## src/rtl/fll_pkg.sv

```systemverilog
// Shared constants and helpers for the carrier FLL error and loop filter path.
// Output saturation is selected by BAND_EDGE_FLL_ERROR_SATURATE_EN.
package fll_pkg;

    localparam int DefInputLengthBits     = 12;
    localparam int DefIntegrateLengthLog2 = 4;
    localparam int DefOutputShift         = 12;
    localparam int DefOutputLengthBits    = 16;

    // Squares need 2W bits, their difference one more, N-sum adds K.
    function automatic int acc_width(input int w, input int k);
        return 2 * w + 1 + k;
    endfunction

    function automatic logic signed [63:0] saturate(
        input logic signed [63:0] x,
        input int                 bits
    );
        logic signed [63:0] hi;
        logic signed [63:0] lo;
        hi = (64'sd1 <<< (bits - 1)) - 64'sd1;
        lo = -hi - 64'sd1;
        if (x > hi) return hi;
        if (x < lo) return lo;
        return x;
    endfunction

endpackage

```

## src/rtl/integrate_dump.sv

```systemverilog
// Signed integrate-and-dump over 2^LengthLog2 valid samples with scaled output.
// BAND_EDGE_FLL_ERROR_SATURATE_EN selects clamping instead of wrap on output.
module integrate_dump
    import fll_pkg::*;
#(
    parameter int DataBits   = 25,
    parameter int LengthLog2 = 4,
    parameter int AccBits    = DataBits + LengthLog2,
    parameter int Shift      = 12,
    parameter int OutBits    = 16
) (
    input  logic                       clk,
    input  logic                       rst,
    input  logic                       in_valid,
    input  logic signed [DataBits-1:0] in_data,
    output logic signed [OutBits-1:0]  out,
    output logic                       out_valid
);

    localparam int CntBits = (LengthLog2 > 0) ? LengthLog2 : 1;
    localparam logic [CntBits-1:0] LastCount = CntBits'((1 << LengthLog2) - 1);

    logic signed [AccBits-1:0] acc;
    logic signed [AccBits-1:0] sum;
    logic signed [AccBits-1:0] shifted;
    logic signed [OutBits-1:0] fitted;
    logic [CntBits-1:0]        count;

    always_comb begin
        sum     = acc + AccBits'(in_data);
        shifted = sum >>> Shift;
`ifdef BAND_EDGE_FLL_ERROR_SATURATE_EN
        fitted  = OutBits'(saturate(64'(shifted), OutBits));
`else
        fitted  = OutBits'(shifted);
`endif
    end

    always_ff @(posedge clk or posedge rst) begin
        if (rst) begin
            acc       <= '0;
            count     <= '0;
            out       <= '0;
            out_valid <= 1'b0;
        end else if (in_valid) begin
            if (count == LastCount) begin
                out       <= fitted;
                acc       <= '0;
                count     <= '0;
                out_valid <= 1'b1;
            end else begin
                acc       <= sum;
                count     <= count + 1'b1;
                out_valid <= 1'b0;
            end
        end else begin
            out_valid <= 1'b0;
        end
    end

endmodule

```

## src/rtl/band_edge_fll_error.sv

```systemverilog
// Band-edge FLL error: squares upper/lower FIR outputs and integrates the difference.
// BAND_EDGE_FLL_ERROR_SATURATE_EN clamps the dumped word instead of wrapping it.
module band_edge_fll_error
    import fll_pkg::*;
#(
    parameter int InputLengthBits     = DefInputLengthBits,
    parameter int IntegrateLengthLog2 = DefIntegrateLengthLog2,
    parameter int OutputShift         = DefOutputShift,
    parameter int OutputLengthBits    = DefOutputLengthBits
) (
    input  logic                               clk,
    input  logic                               rst,
    input  logic                               in_valid,
    input  logic signed [InputLengthBits-1:0]  upper,
    input  logic signed [InputLengthBits-1:0]  lower,
    output logic signed [OutputLengthBits-1:0] out,
    output logic                               out_valid
);

    localparam int W = InputLengthBits;

    logic signed [2*W-1:0] prod_u;
    logic signed [2*W-1:0] prod_l;
    logic [2*W-1:0]        sq_u;
    logic [2*W-1:0]        sq_l;
    logic                  v1;
    logic signed [2*W:0]   diff;
    logic                  v2;

    // Operands widen to 2W before multiply, so -2^(W-1) squared is exact.
    always_comb begin
        prod_u = (2*W)'(upper) * (2*W)'(upper);
        prod_l = (2*W)'(lower) * (2*W)'(lower);
    end

    always_ff @(posedge clk or posedge rst) begin
        if (rst) begin
            sq_u <= '0;
            sq_l <= '0;
            v1   <= 1'b0;
            diff <= '0;
            v2   <= 1'b0;
        end else begin
            v1 <= in_valid;
            if (in_valid) begin
                sq_u <= $unsigned(prod_u);
                sq_l <= $unsigned(prod_l);
            end
            v2 <= v1;
            if (v1) begin
                diff <= $signed({1'b0, sq_u}) - $signed({1'b0, sq_l});
            end
        end
    end

    integrate_dump #(
        .DataBits   (2 * W + 1),
        .LengthLog2 (IntegrateLengthLog2),
        .AccBits    (acc_width(W, IntegrateLengthLog2)),
        .Shift      (OutputShift),
        .OutBits    (OutputLengthBits)
    ) u_integrate_dump (
        .clk       (clk),
        .rst       (rst),
        .in_valid  (v2),
        .in_data   (diff),
        .out       (out),
        .out_valid (out_valid)
    );

endmodule

```

## config.mk

```make
export PLATFORM = sky130hd
export DESIGN_NAME = band_edge_fll_error
export DESIGN_NICKNAME = d
export VERILOG_FILES = /design/src/rtl/fll_pkg.sv /design/src/rtl/integrate_dump.sv /design/src/rtl/band_edge_fll_error.sv
export SDC_FILE = /design/constraint.sdc
export NUM_CORES = 1
export LEC_CHECK = 0
export ABC_CLOCK_PERIOD_IN_PS = 3900
export CORE_MARGIN = 2
export CORE_UTILIZATION = 59
export DETAILED_ROUTE_END_ITERATION = 12
export PLACE_DENSITY = 0.8
export REMOVE_ABC_BUFFERS = 1
export SLEW_MARGIN = 20
export SYNTH_ARGS = -nofsm -noshare
export SYNTH_HDL_FRONTEND = slang
export SYNTH_SLANG_ARGS = --single-unit
```

## constraint.sdc

```tcl
create_clock -name clk -period 3.9 [get_ports clk]
set_clock_uncertainty 0.15 [all_clocks]
set_input_delay 0.78 -clock clk [delete_from_list [all_inputs] [get_ports clk]]
set_output_delay 0.78 -clock clk [all_outputs]
set_load 0.005 [all_outputs]
```

---- Word-level counts from Yosys, hierarchy flattened ----
Index checks and enable logic that the tools add are counted.
word-level totals
  RAM bits ................................ 0
  memory bits (read-only) ................. 0
  latch bits .............................. 0
  bits of input ports ..................... 27
  word-level logic and storage cells ...... 20
  memories kept ........................... 0
  output and inout bits ................... 17
  register bits after elaboration ......... 125
cells by class
  muxes and demuxes ....................... 4
  shift operators ......................... 0
  div/mod/pow operators ................... 0
  multipliers ............................. 2
  add/sub/neg operators ................... 3
  reductions and logical operators ........ 1
  equality and inequality tests ........... 1
  $lt $le $gt $ge ......................... 0
  bitwise gates (word level) .............. 0
operators with widths
  cell                 number
  $mul 12x12->24       2
  $add 29x25->29       1
  $mux 29              1
  $sub 24x24->25       1
  $add 4x1->4 const B  1
  $eq 4x4->1 const B   1
  $mux 4               1
  $mux 1               2
  $reduce_and 2->1     1

---- Longest topological paths before layout ----
  word-level depth ........................ 3
  depth in mapped cells ................... 24
  mapped depth without buffers ............ 24

---- By module ----
Synthesis repeated with hierarchy kept, for this count alone.
second synthesis, totals
  cell total of the unflattened synthesis .. 1822
  area, all modules ....................... 17132.7 um2
modules (own cells, without submodules)
  module               times used  area each (um2)  cells an instance  seq. area each (um2)
  band_edge_fll_error  1           13843.3          1472               1826.8
  integrate_dump       1           3289.4           350                1226.2

---- Worst setup path after synthesis ----
OpenSTA, ideal clock, no wires.
  path type ............................... input to register
  start point ............................. input port lower[7]
  end point ............................... register sq_l[22]
  slack ................................... -2.294 ns
  data required time ...................... 3.611 ns
  cell stages on the path ................. 23
  path buffers ............................ 1
  setup time .............................. 0.139 ns
  data arrival time ....................... 5.904 ns
  path through ............................ clkbuf_1 -> and2_1 -> inv_1 -> fa_1 -> inv_1 -> fa_1 -> inv_1 -> fa_1 -> inv_1 -> fa_1 -> inv_1 -> fa_1 -> inv_1 -> ha_1 -> and3_1 -> and3_1 -> a21oi_1 -> a311o_1 -> o211ai_1 -> or4_1 -> a31oi_1 -> xor2_1 -> mux2i_1
on the way
  cells in the longest elaborated chain, start to end .. 1
ends and longest elaborated chain
  what                  line                       RTL
  from (decl)           band_edge_fll_error.sv:15  input logic signed [InputLengthBits-1:0] lower,
  $mul 12x12->24        band_edge_fll_error.sv:33  prod_l = (2*W)'(lower) * (2*W)'(lower);
  to (signal assigned)  band_edge_fll_error.sv:47  sq_l <= $unsigned(prod_l);
  to (decl)             band_edge_fll_error.sv:25  logic [2*W-1:0] sq_l;
Every way passes these cells.
A chain may end at the register's enable or synchronous reset.

---- Final worst setup path ----
  start point ............................. input port lower[6]
  end point ............................... register sq_l[22]
The elaborated chain is that of the path after synthesis.

==> impl_metrics.csv <==
group,metric,value,unit
timing,fin_ws,-1900,ps
worst_setup_path,reg2regPathDepth,13,
layout,multi_input_area,12800,µm²
detailed_routing,drt_wl_total,42.3,mm
timing,period_minus_slack,5800,ps
timing,period_share,149,%
detailed_routing,vias,13315,
detailed_routing,dr.pass1.iters,7,
worst_setup_path,path_cells,"clkbuf_4, buf_4, and2_4, fa_2, fa_1, inv_2, fa_1, inv_2, fa_1, inv_2, fa_1, inv_1, ha_4, a21o_1, a21o_1, a21oi_2, a311o_1, o211ai_1, or4_4, a31oi_4, xor2_1, mux2i_1",
yosys,syn_avg_cell_area,9.56,µm²
global_routing,grt_pass1_wl,67.4,mm
clock_network,clkLatencyLatePin,430,ps
worst_setup_path,path_buf_inv,6,
floorplan,rows,61,
floorplan,start_util,59.7,%
floorplan,core,27700,µm²
layout,ff_latch_area,3050,µm²
yosys,synth_cells,1730,
layout,area_delta_synth_final,26.0,%
worst_setup_path,cp_max_fo,5,
timing,drv_slew,0,
floorplan,dieArea,29400,µm²
layout,final_cell_mix,"inv_1, fa_1, buf_4",
worst_setup_path,timing.rr.end,"u_integrate_dump.acc[22]",
clock_network,cts-hold-fix-buffers,0,
timing,setup_viol,35,
floorplan,die_x,171,µm
clock_network,cts_made_buffers,17,
yosys,synth_edf_count,0,
timing,tightest_slew,825,ps
worst_setup_path,path_class,"in2reg",
worst_setup_path,crit_family,"adder cells",
clock_network,tritoncts,"built",
worst_setup_path,r2r_setup_slack,280,ps
clock_network,clkTransAtPathRegs,50,ps
detailed_routing,dr.first_iter.drc_count,867,
floorplan,num_io_pins,44,
yosys,yosys_warnings,0,
layout,final_common_cell,"inv_1",
layout,antenna_cells,0,
worst_setup_path,crit_end,"sq_l[22]",
clock_network,cts_sinks,122,
yosys,yosys_register_bits,122,
timing,rsz0062_at_grt,"true",
detailed_routing,ant_nets,0,
detailed_routing,drc_errors,0,
worst_setup_path,crit_start,"lower[6]",
hold_path,hold_class,"reg2reg",
worst_setup_path,path_depth,22,
floorplan,die_h,171,µm
global_routing,track_usage,28.8,%
worst_setup_path,cp.arrival,5950,ps
outcome,status,"finished with violations",
timing,max-slew-margin-rel,44.9,%
detailed_routing,wl_per_cell,17.7,µm
timing,max_freq,172,MHz
global_routing,grt_max_degree,58,
timing,hold_viol,0,
yosys,syn-cell-area,16500,µm²
clock_network,htreeDepth,4,
yosys,synthFlopType,"dfrtp_1",
worst_setup_path,start_kind,"primary input",
flow_run,drv_cap,0,
timing,hold_slack,332,ps
detailed_routing,via_per_inst,5.56,
worst_setup_path,worstReg2RegStart,"diff[0]",
yosys,async_flop_share,100,%
place,place_congestion,0.897,
worst_setup_path,end_kind,"flop",
place,port_buffers,43,
layout,drive_above_1_share,27.8,%
yosys,yosysSeqAreaShare,18.5,%
global_routing,antenna_found_initial,0,
clock_network,cts_buffer_depth,2,
layout,nFillCells,1646,
worst_setup_path,max_stage_delay,550,ps
worst_setup_path,path_common_cell,"fa_1",
worst_setup_path,crit_required,4050,ps
global_routing,overflow,0,
outcome,violations,"setup timing",
place,dp_hpwl,29.1,mm
worst_setup_path,cpMaxStageDelayCell,"fa_1",
global_routing,first_global_vias,14350,
layout,nets,2444,
clock_network,cts_root_buf,"clkbuf_16",
yosys,synthDistinctLibCells,67,
synthesized netlist by cell type, drive strengths merged, types with 3 or more instances:
master	count	area (µm²)
nand3	16	80.1
nor3	19	95.1
nand2b	20	125
a21oi	63	319
o31ai	3	22.5
xnor2	64	561
inv	386	1450
nand2	121	454
and3	8	50.1
o21ai	71	363
and2	75	469
a211o	3	26.3
clkbuf	38	143
buf	5	18.8
mux2i	8	80.1
o2bb2ai	13	114
o21a	13	97.6
a22o	10	88.8
xor2	31	272
nor2	76	288
a31oi	6	37.5
o22ai	3	18.8
nand3b	3	22.5
fa	250	5000
or3	6	37.5
mux2	38	432
dfrtp	122	3050
a21o	31	234
a21boi	3	22.5
o2111ai	3	26.3
o211ai	5	37.5
nor2b	9	56.3
ha	162	2030
o41ai	3	48.8
a211oi	9	72.6
o21bai	6	45.0
a41oi	3	33.8
how the worst min path moves through the flow:
stage,cells after the start,to,start
floorplan,2,sq_l[9],sq_l[9]
CTS,1,u_integrate_dump.acc[4],u_integrate_dump.acc[4]
global route,1,u_integrate_dump.acc[4],u_integrate_dump.acc[4]
finish,2,u_integrate_dump.out[3],u_integrate_dump.out[3]
global placement,2,u_integrate_dump.out[2],u_integrate_dump.out[2]
detailed placement,1,u_integrate_dump.acc[4],u_integrate_dump.acc[4]
cell families (layout without fill, tap and decap cells):
group                      after synthesis  in the layout  synth area share, %
xor gates and xnor gates                95             95                 5.03
buffers and inverters                  429            715                 9.73
DFF                                    122            122                 18.5
AOI/OAI and AO/OA                      263            263                 10.6
adders and majority gates              412            412                 42.5
and+or+nand+nor                        363            363                 10.6
muxes                                   46             46                 3.09
metal layers:
metal | GRT usage, % | share of wire, %
met2 | 52.3 | 53
met4 | 12.6 | 4.6
met3 | 4.26 | 4.5
met5 | 0 | 0
met1 | 33.6 | 38
what timing repair did:
action	in CTS	in global routing
buffers inserted	41	20
pin swaps	133	76
hold endpoints to repair	0	0
gates cloned	1	0
setup endpoints to repair	38	36
resized for setup	318	88
layout make-up:
type	count	area share, %
clock buffers	20	2.14
well taps	378	2.27
inverters	386	6.99
multi-input cells	1179	61.5
flip-flops and latches	122	14.6
clock inverters	10	0.492
repair buffers	299	11.9
metrics by stage:
stage / setup slack (ps) / std cells / utilization (%) / area [µm²] / setup TNS, ps
3_5_place_dp: -2810 / 2319 / 68.1 / 18900 / -76990
4_1_cts: -1740 / 2382 / 73.7 / 20400 / -38520
6_report: -1900 / 2394 / 75.2 / 20800 / -41040
5_1_grt: -1990 / 2394 / 75.2 / 20800 / -45490
2_1_floorplan: -2080 / 1687 / - / 16400 / -73130
3_3_place_gp: -2620 / 2319 / 68.1 / 18900 / -72160
worst reg2reg max path: stages, from the launching register on:
cell and delay, ps:
dfrtp_1 360, ha_1 200, inv_1 70, fa_1 370, nand2b_1 200, a21oi_1 290, o41ai_2 140, o2111ai_1 320
a211oi_1 120, o21ai_1 370, a21o_1 220, a21oi_1 100, xor2_1 370, o2bb2ai_1 180
sequential cells by signal, summed over array words and instances, names as in the netlist:
signal / count
u_integrate_dump.out_valid: 1
u_integrate_dump.out: 16
u_integrate_dump.acc: 28
v2: 1
v1: 1
sq_u: 23
diff: 25
u_integrate_dump.count: 4
sq_l: 23
Power is left out: the tool's default activity adds up to more than one toggle a clock period on the data nets, which glitch-free logic cannot reach.
